[config.mk]
export PLATFORM = sky130hd
export DESIGN_NAME = fg_prog_sequencer
export DESIGN_NICKNAME = d
export VERILOG_FILES = /design/src/rtl/fg_prog_sequencer.sv
export SDC_FILE = /design/constraint.sdc
export NUM_CORES = 1
export LEC_CHECK = 0
export CAP_MARGIN = 20
export CORE_UTILIZATION = 40
export CTS_BUF_LIST = sky130_fd_sc_hd__clkbuf_4
export CTS_CLUSTER_DIAMETER = 30
export DETAILED_ROUTE_END_ITERATION = 12
export MAX_ROUTING_LAYER = met4
export PLACE_DENSITY = 0.61
export SLEW_MARGIN = 20
export SYNTH_ARGS = -nofsm -noshare
export SYNTH_HDL_FRONTEND = slang
export SYNTH_SLANG_ARGS = --single-unit
[constraint.sdc]
create_clock -name clk -period 2.3 [get_ports clk]
set_input_delay 0.46 -clock clk [delete_from_list [all_inputs] [get_ports clk]]
set_output_delay 0.46 -clock clk [all_outputs]
set_load 0.02 [all_outputs]
[src/rtl/fg_prog_sequencer.sv]
`default_nettype none
// ============================================================================
// Module      : fg_prog_sequencer
// Description : Programs one floating-gate cell at a time in an island's
//               16x32 indirect FG matrix. It accepts a command, drives the
//               row/column decoder addresses and programming-switch enables,
//               and issues the Vinj injection pulses or a measure strobe.
//               Selects settle before the first pulse and are held through a
//               release interval after the last pulse or an abort.
// Revision    : 1.0 - initial release
// ----------------------------------------------------------------------------
// Ports
//   clk, reset           : clock; asynchronous active-high reset
//   cmd_valid/cmd_ready  : command handshake (ready only while idle)
//   cmd_island/row/col   : target cell
//   cmd_op               : 0 = inject, 1 = measure
//   cmd_width/cmd_count  : pulse width in cycles (0 -> 1), number of pulses
//   abort                : terminate the current command through release
//   island_sel           : one-hot island enable
//   row_addr/col_addr    : vertical/horizontal decoder addresses
//   dec_en, gate_mux_en, drain_sel_en, prog_mode : select/switch enables
//   vinj_pulse           : injection pulse
//   meas_strobe          : one-cycle sample strobe at the end of a measure
//   busy, done, err, aborted : status; err/aborted are valid with done
// ============================================================================
module fg_prog_sequencer #(
    parameter int NUM_ISLANDS   = 2,
    parameter int NUM_ROWS      = 16,
    parameter int NUM_COLS      = 32,
    parameter int ADDR_BITS     = 6,
    parameter int SETTLE_CYCLES = 4,
    parameter int GAP_CYCLES    = 2,
    localparam int ISL_W = (NUM_ISLANDS > 1) ? $clog2(NUM_ISLANDS) : 1
) (
    input  logic                   clk,
    input  logic                   reset,
    input  logic                   cmd_valid,
    output logic                   cmd_ready,
    input  logic [ISL_W-1:0]       cmd_island,
    input  logic [ADDR_BITS-1:0]   cmd_row,
    input  logic [ADDR_BITS-1:0]   cmd_col,
    input  logic                   cmd_op,
    input  logic [15:0]            cmd_width,
    input  logic [7:0]             cmd_count,
    input  logic                   abort,
    output logic [NUM_ISLANDS-1:0] island_sel,
    output logic [ADDR_BITS-1:0]   row_addr,
    output logic [ADDR_BITS-1:0]   col_addr,
    output logic                   dec_en,
    output logic                   gate_mux_en,
    output logic                   drain_sel_en,
    output logic                   prog_mode,
    output logic                   vinj_pulse,
    output logic                   meas_strobe,
    output logic                   busy,
    output logic                   done,
    output logic                   err,
    output logic                   aborted
);

    localparam logic [2:0] c_ST_IDLE    = 3'd0;
    localparam logic [2:0] c_ST_SETUP   = 3'd1;
    localparam logic [2:0] c_ST_PULSE   = 3'd2;
    localparam logic [2:0] c_ST_GAP     = 3'd3;
    localparam logic [2:0] c_ST_MEAS    = 3'd4;
    localparam logic [2:0] c_ST_RELEASE = 3'd5;
    localparam logic [2:0] c_ST_DONE    = 3'd6;

    localparam logic [15:0] c_SETTLE_M1 = 16'(SETTLE_CYCLES - 1);
    localparam logic [15:0] c_GAP_M1    = 16'(GAP_CYCLES - 1);

    logic [2:0]             r_state;
    logic [15:0]            r_cnt;          // cycles left in the current state, minus one
    logic [15:0]            r_width_m1;     // effective pulse/measure width minus one
    logic [7:0]             r_remaining;    // injection pulses still to issue
    logic                   r_op;
    logic                   r_abort_seen;
    logic [NUM_ISLANDS-1:0] r_island_sel;
    logic [ADDR_BITS-1:0]   r_row_addr;
    logic [ADDR_BITS-1:0]   r_col_addr;
    logic                   r_dec_en;
    logic                   r_gate_mux_en;
    logic                   r_drain_sel_en;
    logic                   r_prog_mode;
    logic                   r_vinj_pulse;
    logic                   r_meas_strobe;
    logic                   r_done;
    logic                   r_err;
    logic                   r_aborted;

    logic [NUM_ISLANDS-1:0] w_island_onehot;
    logic                   w_addr_bad;
    logic [15:0]            w_width_m1;
    logic                   w_abortable;

    for (genvar gi = 0; gi < NUM_ISLANDS; gi++) begin : g_isl_dec
        assign w_island_onehot[gi] = (cmd_island == ISL_W'(gi));
    end

    assign w_addr_bad  = (int'(cmd_row) >= NUM_ROWS) || (int'(cmd_col) >= NUM_COLS) ||
                         (int'(cmd_island) >= NUM_ISLANDS);
    // A zero width behaves as a single-cycle pulse.
    assign w_width_m1  = (cmd_width == 16'd0) ? 16'd0 : cmd_width - 16'd1;
    assign w_abortable = (r_state == c_ST_SETUP) || (r_state == c_ST_PULSE) ||
                         (r_state == c_ST_GAP)   || (r_state == c_ST_MEAS);

    always_ff @(posedge clk or posedge reset) begin
        if (reset) begin
            r_state        <= c_ST_IDLE;
            r_cnt          <= '0;
            r_width_m1     <= '0;
            r_remaining    <= '0;
            r_op           <= 1'b0;
            r_abort_seen   <= 1'b0;
            r_island_sel   <= '0;
            r_row_addr     <= '0;
            r_col_addr     <= '0;
            r_dec_en       <= 1'b0;
            r_gate_mux_en  <= 1'b0;
            r_drain_sel_en <= 1'b0;
            r_prog_mode    <= 1'b0;
            r_vinj_pulse   <= 1'b0;
            r_meas_strobe  <= 1'b0;
            r_done         <= 1'b0;
            r_err          <= 1'b0;
            r_aborted      <= 1'b0;
        end else begin
            r_done <= 1'b0;
            if (abort && w_abortable) begin
                // Pulse and strobe drop on this edge; selects stay up for release.
                r_state       <= c_ST_RELEASE;
                r_cnt         <= c_SETTLE_M1;
                r_vinj_pulse  <= 1'b0;
                r_meas_strobe <= 1'b0;
                r_abort_seen  <= 1'b1;
            end else begin
                case (r_state)
                    c_ST_IDLE: begin
                        r_err     <= 1'b0;
                        r_aborted <= 1'b0;
                        if (cmd_valid) begin
                            r_op         <= cmd_op;
                            r_width_m1   <= w_width_m1;
                            r_remaining  <= cmd_count;
                            r_abort_seen <= 1'b0;
                            if (w_addr_bad) begin
                                // Bad address never touches the selects.
                                r_state <= c_ST_DONE;
                                r_done  <= 1'b1;
                                r_err   <= 1'b1;
                            end else begin
                                r_state        <= c_ST_SETUP;
                                r_cnt          <= c_SETTLE_M1;
                                r_island_sel   <= w_island_onehot;
                                r_row_addr     <= cmd_row;
                                r_col_addr     <= cmd_col;
                                r_dec_en       <= 1'b1;
                                r_gate_mux_en  <= 1'b1;
                                r_drain_sel_en <= ~cmd_op;
                                r_prog_mode    <= 1'b1;
                            end
                        end
                    end
                    c_ST_SETUP: begin
                        if (r_cnt != 16'd0) begin
                            r_cnt <= r_cnt - 16'd1;
                        end else if (r_op) begin
                            r_state       <= c_ST_MEAS;
                            r_cnt         <= r_width_m1;
                            r_meas_strobe <= (r_width_m1 == 16'd0);
                        end else if (r_remaining != 8'd0) begin
                            r_state      <= c_ST_PULSE;
                            r_cnt        <= r_width_m1;
                            r_vinj_pulse <= 1'b1;
                        end else begin
                            r_state <= c_ST_RELEASE;
                            r_cnt   <= c_SETTLE_M1;
                        end
                    end
                    c_ST_PULSE: begin
                        if (r_cnt != 16'd0) begin
                            r_cnt <= r_cnt - 16'd1;
                        end else begin
                            r_vinj_pulse <= 1'b0;
                            r_remaining  <= r_remaining - 8'd1;
                            if (r_remaining > 8'd1) begin
                                r_state <= c_ST_GAP;
                                r_cnt   <= c_GAP_M1;
                            end else begin
                                r_state <= c_ST_RELEASE;
                                r_cnt   <= c_SETTLE_M1;
                            end
                        end
                    end
                    c_ST_GAP: begin
                        if (r_cnt != 16'd0) begin
                            r_cnt <= r_cnt - 16'd1;
                        end else begin
                            r_state      <= c_ST_PULSE;
                            r_cnt        <= r_width_m1;
                            r_vinj_pulse <= 1'b1;
                        end
                    end
                    c_ST_MEAS: begin
                        if (r_cnt != 16'd0) begin
                            r_cnt         <= r_cnt - 16'd1;
                            // Registered strobe: raise it entering the final cycle.
                            r_meas_strobe <= (r_cnt == 16'd1);
                        end else begin
                            r_state       <= c_ST_RELEASE;
                            r_cnt         <= c_SETTLE_M1;
                            r_meas_strobe <= 1'b0;
                        end
                    end
                    c_ST_RELEASE: begin
                        if (r_cnt != 16'd0) begin
                            r_cnt <= r_cnt - 16'd1;
                        end else begin
                            r_state        <= c_ST_DONE;
                            r_done         <= 1'b1;
                            r_aborted      <= r_abort_seen;
                            r_island_sel   <= '0;
                            r_row_addr     <= '0;
                            r_col_addr     <= '0;
                            r_dec_en       <= 1'b0;
                            r_gate_mux_en  <= 1'b0;
                            r_drain_sel_en <= 1'b0;
                            r_prog_mode    <= 1'b0;
                        end
                    end
                    c_ST_DONE: begin
                        r_state   <= c_ST_IDLE;
                        r_err     <= 1'b0;
                        r_aborted <= 1'b0;
                    end
                    default: begin
                        r_state <= c_ST_IDLE;
                    end
                endcase
            end
        end
    end

    assign cmd_ready    = (r_state == c_ST_IDLE);
    assign busy         = (r_state != c_ST_IDLE);
    assign island_sel   = r_island_sel;
    assign row_addr     = r_row_addr;
    assign col_addr     = r_col_addr;
    assign dec_en       = r_dec_en;
    assign gate_mux_en  = r_gate_mux_en;
    assign drain_sel_en = r_drain_sel_en;
    assign prog_mode    = r_prog_mode;
    assign vinj_pulse   = r_vinj_pulse;
    assign meas_strobe  = r_meas_strobe;
    assign done         = r_done;
    assign err          = r_err;
    assign aborted      = r_aborted;

endmodule
`default_nettype wire

# After elaboration in Yosys (flattened, before gate mapping)
# Cells that the tools add are included.
# Widths: inputs -> output; s select.
# totals
regBits	66
inputBits	42
output_inout_bits	25
wordCells	146
# classes
add_sub_neg	3
order_cmp	3
n_eq_ne	22
n_mux	68
bitwise_logic	3
reduce_logical	31
# ops
op	count
$mux 16	11
$pmux 16 s6	1
$mux 3	11
$logic_not 16->1	2
$sub 16x1->16 const B	2
$mux 6	5
$pmux 6 s2	2
$mux 1	22
$ne 3x3->1 const B	6
$pmux 3 s6	1
$eq 16x1->1 const B	1
$mux 8	2
$pmux 8 s2	1
$reduce_bool 16->1	1
$ne 3x2->1 const B	4
$pmux 1 s2	6
$reduce_and 6->1	2
$reduce_bool 2->1	6
$eq 3x3->1 const B	3
$reduce_and 3->1	3
$gt 8x1->1 const B	1
$mux 2	4
$ne 2x2->1 const B	4
$reduce_and 4->1	2
other kinds (19)	27

# Longest topological paths before layout
# Gate-level depths: netlist (run 1).
# depth
depth_word	7
ltp_mapped	10
depth_no_buf	7

# Least setup slack after synthesis (run 1)
# No wires, ideal clock.
# synth_path
path_kind	flip-flop to flip-flop
from	register r_cnt[0]
to	register r_meas_strobe (netlist: meas_strobe)
setup_ns	0.125
arrival_ns	1.859
required_time_ns	2.175
slack_ns	0.316
path_stages_with_launch	10
path_buffers	2
synth_period_minus_slack_ns	1.984
cell_sequence	dfrtp_1 inv_1 ha_1 nor4b_2 and4_1 buf_6 buf_4 nand4b_1 nand3_1 mux2_2
# synth_between
elab_chain_len	4
word_cells_on_any_way	7
classes_between	eq/ne (2); mux (3); reduce/logical (2)
# synth_rtl
element	line_no	text
start, declared	73	logic [15:0] r_cnt;
start signal, assigned	132	r_cnt <= c_SETTLE_M1;
start signal, assigned	153	r_cnt <= c_SETTLE_M1;
start signal, assigned	166	r_cnt <= r_cnt - 16'd1;
$eq 16x1->1 or $reduce_bool 16->1 (tied branches)	208, 165, 205	
$mux 1	205	if (r_cnt != 16'd0) begin
$pmux 1 s2	137	case (r_state)
$mux 1	129	if (abort && w_abortable) begin
end signal, assigned	170	r_meas_strobe <= (r_width_m1 == 16'd0);
end signal, assigned	208	r_meas_strobe <= (r_cnt == 16'd1);
end, declared	86	logic r_meas_strobe;
# Parallel ways exist; a longest one is shown, timed or not.
# A chain may end at the register's enable or synchronous reset.

# Worst setup path in the final report (run 1)
# layout_path
from	register r_state[2]
to	output busy
# layout_between
elab_chain_len	1
# layout_rtl
element	line_no	text
start, declared	72	logic [2:0] r_state;
start signal, assigned	109	r_state <= c_ST_IDLE;
start signal, assigned	131	r_state <= c_ST_RELEASE;
start signal, assigned	148	r_state <= c_ST_DONE;
$reduce_bool 3->1	245	assign busy = (r_state != c_ST_IDLE);
end, declared	55	output logic busy,
# No other way between the ends.

==> results.sh, run 1 <==
export IMPL_fin_crit_sh_pct=96.6
export IMPL_status="finished clean"
export IMPL_synthTopCellsByArea="dfrtp_1, nand2_1, o21ai_0, nor2_1, nor3_1"
export IMPL_h_tree_depth=3
export IMPL_gp_congestion=0.918
export IMPL_clock_latency_ns=0.43
export IMPL_max_cap_violations=0
export IMPL_power_per_cell_area_nw_per_um2=1020
export IMPL_critPathMaxFanout=5
export IMPL_drcViolationCount=0
export IMPL_end_kind="primary output"
export IMPL_min_period_ns=2.22
export IMPL_slew_violations=0
export IMPL_antenna_cells=0
export IMPL_reg2reg_from="r_cnt[6]$_DFFE_PP0P_"
export IMPL_max_slew_worst_pin_slew_ns=0.529
export IMPL_hold_class="input port to async pin"
export IMPL_worst_ep_arrival_time_ns=1.76
export IMPL_synth_ff_type="dfrtp_1"
export IMPL_clkSlewWorstSetupHoldPaths_ns=0.13
export IMPL_dieArea_um2=10600
export IMPL_fin_cells=694
export IMPL_fill_cells=971
export IMPL_synth_top_area_share_pct=40.5
export IMPL_grt_max_degree=67
export IMPL_std_cell_rows=36
export IMPL_dpl_cell_area_um2=5120
export IMPL_antenna_left=0
export IMPL_die_h_um=103
export IMPL_track_usage_pct=23.8
export IMPL_reg2reg_slack_ns=0.11
export IMPL_core_um2=9820
export IMPL_finalSetupViolCount=0
export IMPL_syn_inst=461
export IMPL_first_iter_violations=263
export IMPL_grt_antenna_before_repair=0
export IMPL_synth_xor_area_share_pct=2.79
export IMPL_vias=3944
export IMPL_cts_buffers=9
export IMPL_power_leakage_nw=2.25
export IMPL_relSlewSlack_pct=64.5
export IMPL_ir_worst_vdd_uv=392
export IMPL_place_inst=678
export IMPL_synth_fa_ha_area_share_pct=2.39
export IMPL_drive_above_1_share_pct=14.1
export IMPL_synth_fp_nets=510
export IMPL_yosysSeqAreaShare_pct=40.5
export IMPL_worstPathRequired_ns=1.84
export IMPL_clockBufferDepth=2
export IMPL_syn_to_final_growth_pct=30.2
export IMPL_avgRoutedWirePerCell_um=16.5
export IMPL_first_global_vias=3750
export IMPL_synthMuxAreaShare_pct=1.17
export IMPL_grt_pass1_wl_mm=18.6
export IMPL_crit_type="register to primary output"
export IMPL_max_freq_mhz=450
export IMPL_die_x_um=103
export IMPL_hold_violations=0
export IMPL_rsz0062_at_grt="false"
export IMPL_hpwl_mm=8.47
export IMPL_port_buffers=66
export IMPL_synth_top_family_by_area="simple AND/OR/NAND/NOR gates"
export IMPL_clock_sinks=66
export IMPL_viasPerCell=5.68
export IMPL_floorplan_initialDensity_pct=41.5
export IMPL_rr_endpoint="r_state[0]$_DFFE_PP0P_"
export IMPL_cts_tree="yes"
export IMPL_yosysWarnings=0
export IMPL_gr_total_overflow=0
export IMPL_routed_wl_mm=11.5
export IMPL_synth_largest_area_cell="dfrtp_1"
export IMPL_drt_first_pass_iters=5
export IMPL_synth_cell_types=66
export IMPL_syn_area_per_cell_um2=8.85
export IMPL_syn_area_um2=4080
export IMPL_r2r_cells=6
export IMPL_synthSimpleGateAreaFrac_pct=26.7
export IMPL_cp_start_kind="register"
export IMPL_synth_seq_cells=66
export IMPL_finClkSkew_ns=0.0210
export IMPL_root_buffer="clkbuf_4"
export IMPL_final_area_um2=5310
export IMPL_nets=605
export IMPL_synth_compound_area_share_pct=21.6
export IMPL_postSynth_asyncResetShare_pct=100
export IMPL_io_pins=67
export IMPL_synth_edf_count=0
## placed cells by master (no fill, tap or decap), types with 3 or more instances in the layout
cell / n
a211oi_1: 4
a21boi_0: 3
a21o_1: 6
a21oi_1: 19
a221o_1: 3
a22o_1: 11
a22oi_1: 4
and2_1: 5
and3_1: 4
buf_4: 43
bufinv_16: 3
clkbuf_4: 10
clkdlybuf4s50_1: 64
dfrtp_1: 66
ha_1: 7
inv_1: 10
nand2_1: 57
nand2b_1: 9
nand3_1: 8
nand4_1: 6
nor2_1: 40
nor2b_1: 3
nor3_1: 21
nor3b_1: 7
nor4_1: 11
nor4b_1: 3
o211ai_1: 8
o21ai_0: 36
o2bb2ai_1: 3
o311ai_0: 3
o31ai_1: 12
or3_1: 7
xnor2_1: 8
xor2_1: 5
## cell usage after synthesis, types with 4 or more instances
cell	count
dfrtp_1	66
nand2_1	57
nor2_1	40
o21ai_0	36
nor3_1	21
a21oi_1	20
clkbuf_1	12
o31ai_1	12
a22o_1	11
inv_1	11
nor4_1	11
nand2b_1	9
nand3_1	8
o211ai_1	8
xnor2_1	8
a21o_1	7
buf_4	7
ha_1	7
nor3b_1	7
or3_1	7
buf_2	6
nand4_1	6
and2_1	5
xor2_1	5
a211oi_1	4
a22oi_1	4
and3_1	4
## per-layer routing
| metal | part of all wire (%) | track usage [%] | routed length (um) |
|---|---|---|---|
| met5 | 0 | - | 0 |
| met4 | 1.7 | 10.2 | 191 |
| met3 | 4.2 | 3.46 | 477 |
| met2 | 48 | 37.2 | 5570 |
| met1 | 46 | 30.8 | 5250 |
## stage by stage
stage | util (%) | power, mW | worst slack [ns] | hold WS (ns) | TNS (ns)
after CTS | 54.0 | 5.42 | 0.0173 | 0.390 | 0
after global routing | 54.1 | 5.83 | 0.0143 | 0.410 | 0
final | 54.1 | 5.43 | 0.0783 | 0.403 | 0
after global placement | 52.1 | 4.32 | -0.0350 | 0.470 | -0.339
after detailed placement | 52.1 | 4.38 | -0.0736 | 0.471 | -0.817
after floorplan | - | 3.47 | 0.185 | 0.466 | 0
## where the power goes
| part | total, mW | switching, mW | leakage, nW | internal, mW |
|---|---|---|---|---|
| clock network | 1.02 | 0.453 | 0.0932 | 0.566 |
| logic | 2.47 | 1.37 | 1.29 | 1.10 |
| registers | 1.94 | 0.410 | 0.874 | 1.53 |
## sequential cells by signal, indices dropped and copies added, names as in the netlist, 2 cells and up
| name | cells |
|---|---|
| col_addr | 6 |
| r_remaining | 8 |
| r_width_m1 | 16 |
| r_state | 3 |
| island_sel | 2 |
| r_cnt | 16 |
| row_addr | 6 |
## cells by family (layout without fill, tap and decap cells)
kind of cell    count (synthesis)  count (layout)
mux                             4               4
flops                          66              66
compound gates                130             130
simple gates                  201             201
buf+inv                        39             139
fa+ha+maj                       8               8
xor+xnor                       13              13
## critical path, cell delays in order, from the launching register on
cell and delay (ns):
dfrtp_1 0.40, or3_1 0.44, buf_4 0.19, dlygate4sd2_1 0.32
## worst max path at each step
stage                           startpoint                         end  slack (ns)  depth (start not counted)
finish              r_state[2]$_DFFE_PP0P_                        busy        0.08                          3
global route        r_state[2]$_DFFE_PP0P_                        busy        0.01                          3
CTS                   r_cnt[6]$_DFFE_PP0P_      r_state[0]$_DFFE_PP0P_        0.02                          6
detailed placement            cmd_width[8]  r_width_m1[13]$_DFFE_PP0P_       -0.07                          6
global placement                 cmd_valid        r_cnt[6]$_DFFE_PP0P_       -0.03                          6
floorplan                            reset         aborted$_DFFE_PP0P_        0.19                          1
## timing repair
item / in CTS / in global routing
gates resized for setup: 2 / 4
buffers inserted: 0 / 0
cloned: 0 / 0
hold buffers: 0 / 0
endpoints found under the setup margin: 2 / 34
## area by class of cell
class / instances / area [um^2] / area share [%]
Inverter: 12 / 47.5 / 0.895
Clock buffer: 10 / 75.1 / 1.41
Timing Repair Buffer: 111 / 1020 / 19.2
Clock inverter: 6 / 114 / 2.14
Multi-Input combinational cell: 356 / 2240 / 42.1
Sequential cell: 66 / 1650 / 31.1
Tap cell: 133 / 166 / 3.13
Note: power is estimated with default switching activity, not from simulation.
==> inputs of run 2 (changes only) <==
- clock period: 2.3 -> 2.4 ns (I/O delays scaled with it)
==> results.sh, run 2 (synthesis gave the netlist of run 1 again) <==
export IMPL_status="finished clean"
export IMPL_port_buffers=66
export IMPL_dieArea_um2=10600
export IMPL_clkSlewWorstSetupHoldPaths_ns=0.14
export IMPL_final_cell_mix="dfrtp_1, clkdlybuf4s50_1, nand2_1"
export IMPL_clockBufferDepth=2
export IMPL_power_per_cell_area_nw_per_um2=973
export IMPL_avgRoutedWirePerCell_um=16.2
export IMPL_max_freq_mhz=453
export IMPL_postCtsSetupRepairBufs=0
export IMPL_track_usage_pct=22.5
export IMPL_rr_endpoint="r_state[0]$_DFFE_PP0P_"
export IMPL_clock_sinks=66
export IMPL_grt_max_degree=67
export IMPL_setup_ws_ns=0.192
export IMPL_critPathMaxStageDelay_ns=0.41
export IMPL_reg2reg_slack_ns=0.22
export IMPL_hold_violations=0
export IMPL_rsz0062_at_grt="false"
export IMPL_pre_cts_ws_ns=-0.0188
export IMPL_crit_start="r_state[1]$_DFFE_PP0P_"
export IMPL_viasPerCell=5.61
export IMPL_cp_slowest_cell="or3_1"
export IMPL_drive_above_1_share_pct=12.7
export IMPL_hpwl_mm=8.17
export IMPL_gr_total_overflow=0
export IMPL_first_iter_violations=276
export IMPL_antenna_left=0
export IMPL_vias=3836
export IMPL_worstPathRequired_ns=1.92
export IMPL_syn_to_final_growth_pct=27.6
export IMPL_cts_hold_fix_buffers=0
export IMPL_slew_violations=0
export IMPL_core_um2=9820
export IMPL_clock_latency_ns=0.44
export IMPL_die_h_um=103
export IMPL_grt_antenna_before_repair=0
export IMPL_dpl_cell_area_um2=5030
export IMPL_cts_buffers=9
export IMPL_cp_cell_sequence="or3_1 -> buf_4 -> dlygate4sd2_1"
export IMPL_finalPower_mw=5.07
export IMPL_fill_cells=961
export IMPL_min_period_ns=2.21
export IMPL_first_global_vias=3639
export IMPL_antenna_cells=0
export IMPL_std_cell_rows=36
export IMPL_critPathMaxFanout=5
export IMPL_gp_congestion=0.886
export IMPL_end_kind="primary output"
export IMPL_cp_start_kind="register"
export IMPL_grt_pass1_wl_mm=17.8
export IMPL_r2r_cells=8
export IMPL_cts_tree="yes"
export IMPL_h_tree_depth=3
export IMPL_final_setup_tns_ns=0
export IMPL_finClkSkew_ns=0.0313
export IMPL_fin_util_pct=53.0
export IMPL_die_x_um=103
export IMPL_drt_first_pass_iters=5
export IMPL_crit_path_end="busy"
export IMPL_routed_wl_mm=11.1
export IMPL_root_buffer="clkbuf_4"
export IMPL_max_slew_worst_pin_slew_ns=0.522
export IMPL_floorplan_initialDensity_pct=41.5
export IMPL_reg2reg_from="r_cnt[1]$_DFFE_PP0P_"
export IMPL_ir_worst_vdd_uv=359
export IMPL_max_cap_violations=0
export IMPL_hold_class="input port to async pin"
export IMPL_io_pins=67
export IMPL_final_area_um2=5210
export IMPL_drcViolationCount=0
export IMPL_final_common_cell="dfrtp_1"
export IMPL_top_regs="r_cnt x16, r_width_m1 x16, r_remaining x8"
export IMPL_fin_crit_sh_pct=92.0
export IMPL_worst_ep_arrival_time_ns=1.73
export IMPL_crit_type="register to primary output"
export IMPL_finalSetupViolCount=0
export IMPL_relSlewSlack_pct=64.9
export IMPL_nets=595
export IMPL_power_leakage_nw=2.20
run 2: worst min-delay path by stage:
stage	from	to	depth (start not counted)
global route	reset	row_addr[0]$_DFFE_PP0P_	3
CTS	reset	row_addr[0]$_DFFE_PP0P_	3
finish	reset	row_addr[0]$_DFFE_PP0P_	3
global placement	row_addr[5]$_DFFE_PP0P_	row_addr[5]$_DFFE_PP0P_	1
floorplan	r_width_m1[0]$_DFFE_PP0P_	r_width_m1[0]$_DFFE_PP0P_	2
detailed placement	row_addr[4]$_DFFE_PP0P_	row_addr[4]$_DFFE_PP0P_	1
run 2: where the power goes:
group          switching [mW]  internal (mW)
registers               0.405           1.46
logic                    1.28           1.02
clock network           0.442          0.453
total                    2.13           2.94
run 2: cell type report:
type / count / area (um^2) / area share (%)
sequential: 66 / 1650 / 31.7
clock buffer: 11 / 82.6 / 1.59
inverter: 12 / 47.5 / 0.913
timing repair buffer: 101 / 933 / 17.9
clock inverter: 5 / 86.3 / 1.66
tap: 133 / 166 / 3.20
multi-input combinational: 356 / 2240 / 43.0
run 2: critical path, delay by kind of cell, from the launching register on:
kind                   cells  cell delay [ns]
buffers and inverters      2             0.50
and+or+nand+nor            1             0.41
DFF                        1             0.39
run 2: what timing repair did:
item | 4_1_cts | 5_1_grt
pin swaps | 0 | 0
endpoints found under the hold margin | 0 | 0
endpoints found under the setup margin | 2 | 31
gates resized for setup | 2 | 5
run 2: per-layer routing:
layer | vias to the layer above | routed length [um] | GRT usage, %
met5 | - | 0 | -
met4 | 0 | 242 | 9.32
met3 | 17 | 413 | 3.32
met2 | 91 | 5350 | 34.6
met1 | 1853 | 5090 | 29.6
li1 | 1875 | - | -
run 2: stage by stage:
stage,hold WS [ns],std cells
final,0.411,684
after detailed placement,0.478,668
after global routing,0.437,684
after global placement,0.470,668
after CTS,0.408,684
after floorplan,0.466,461
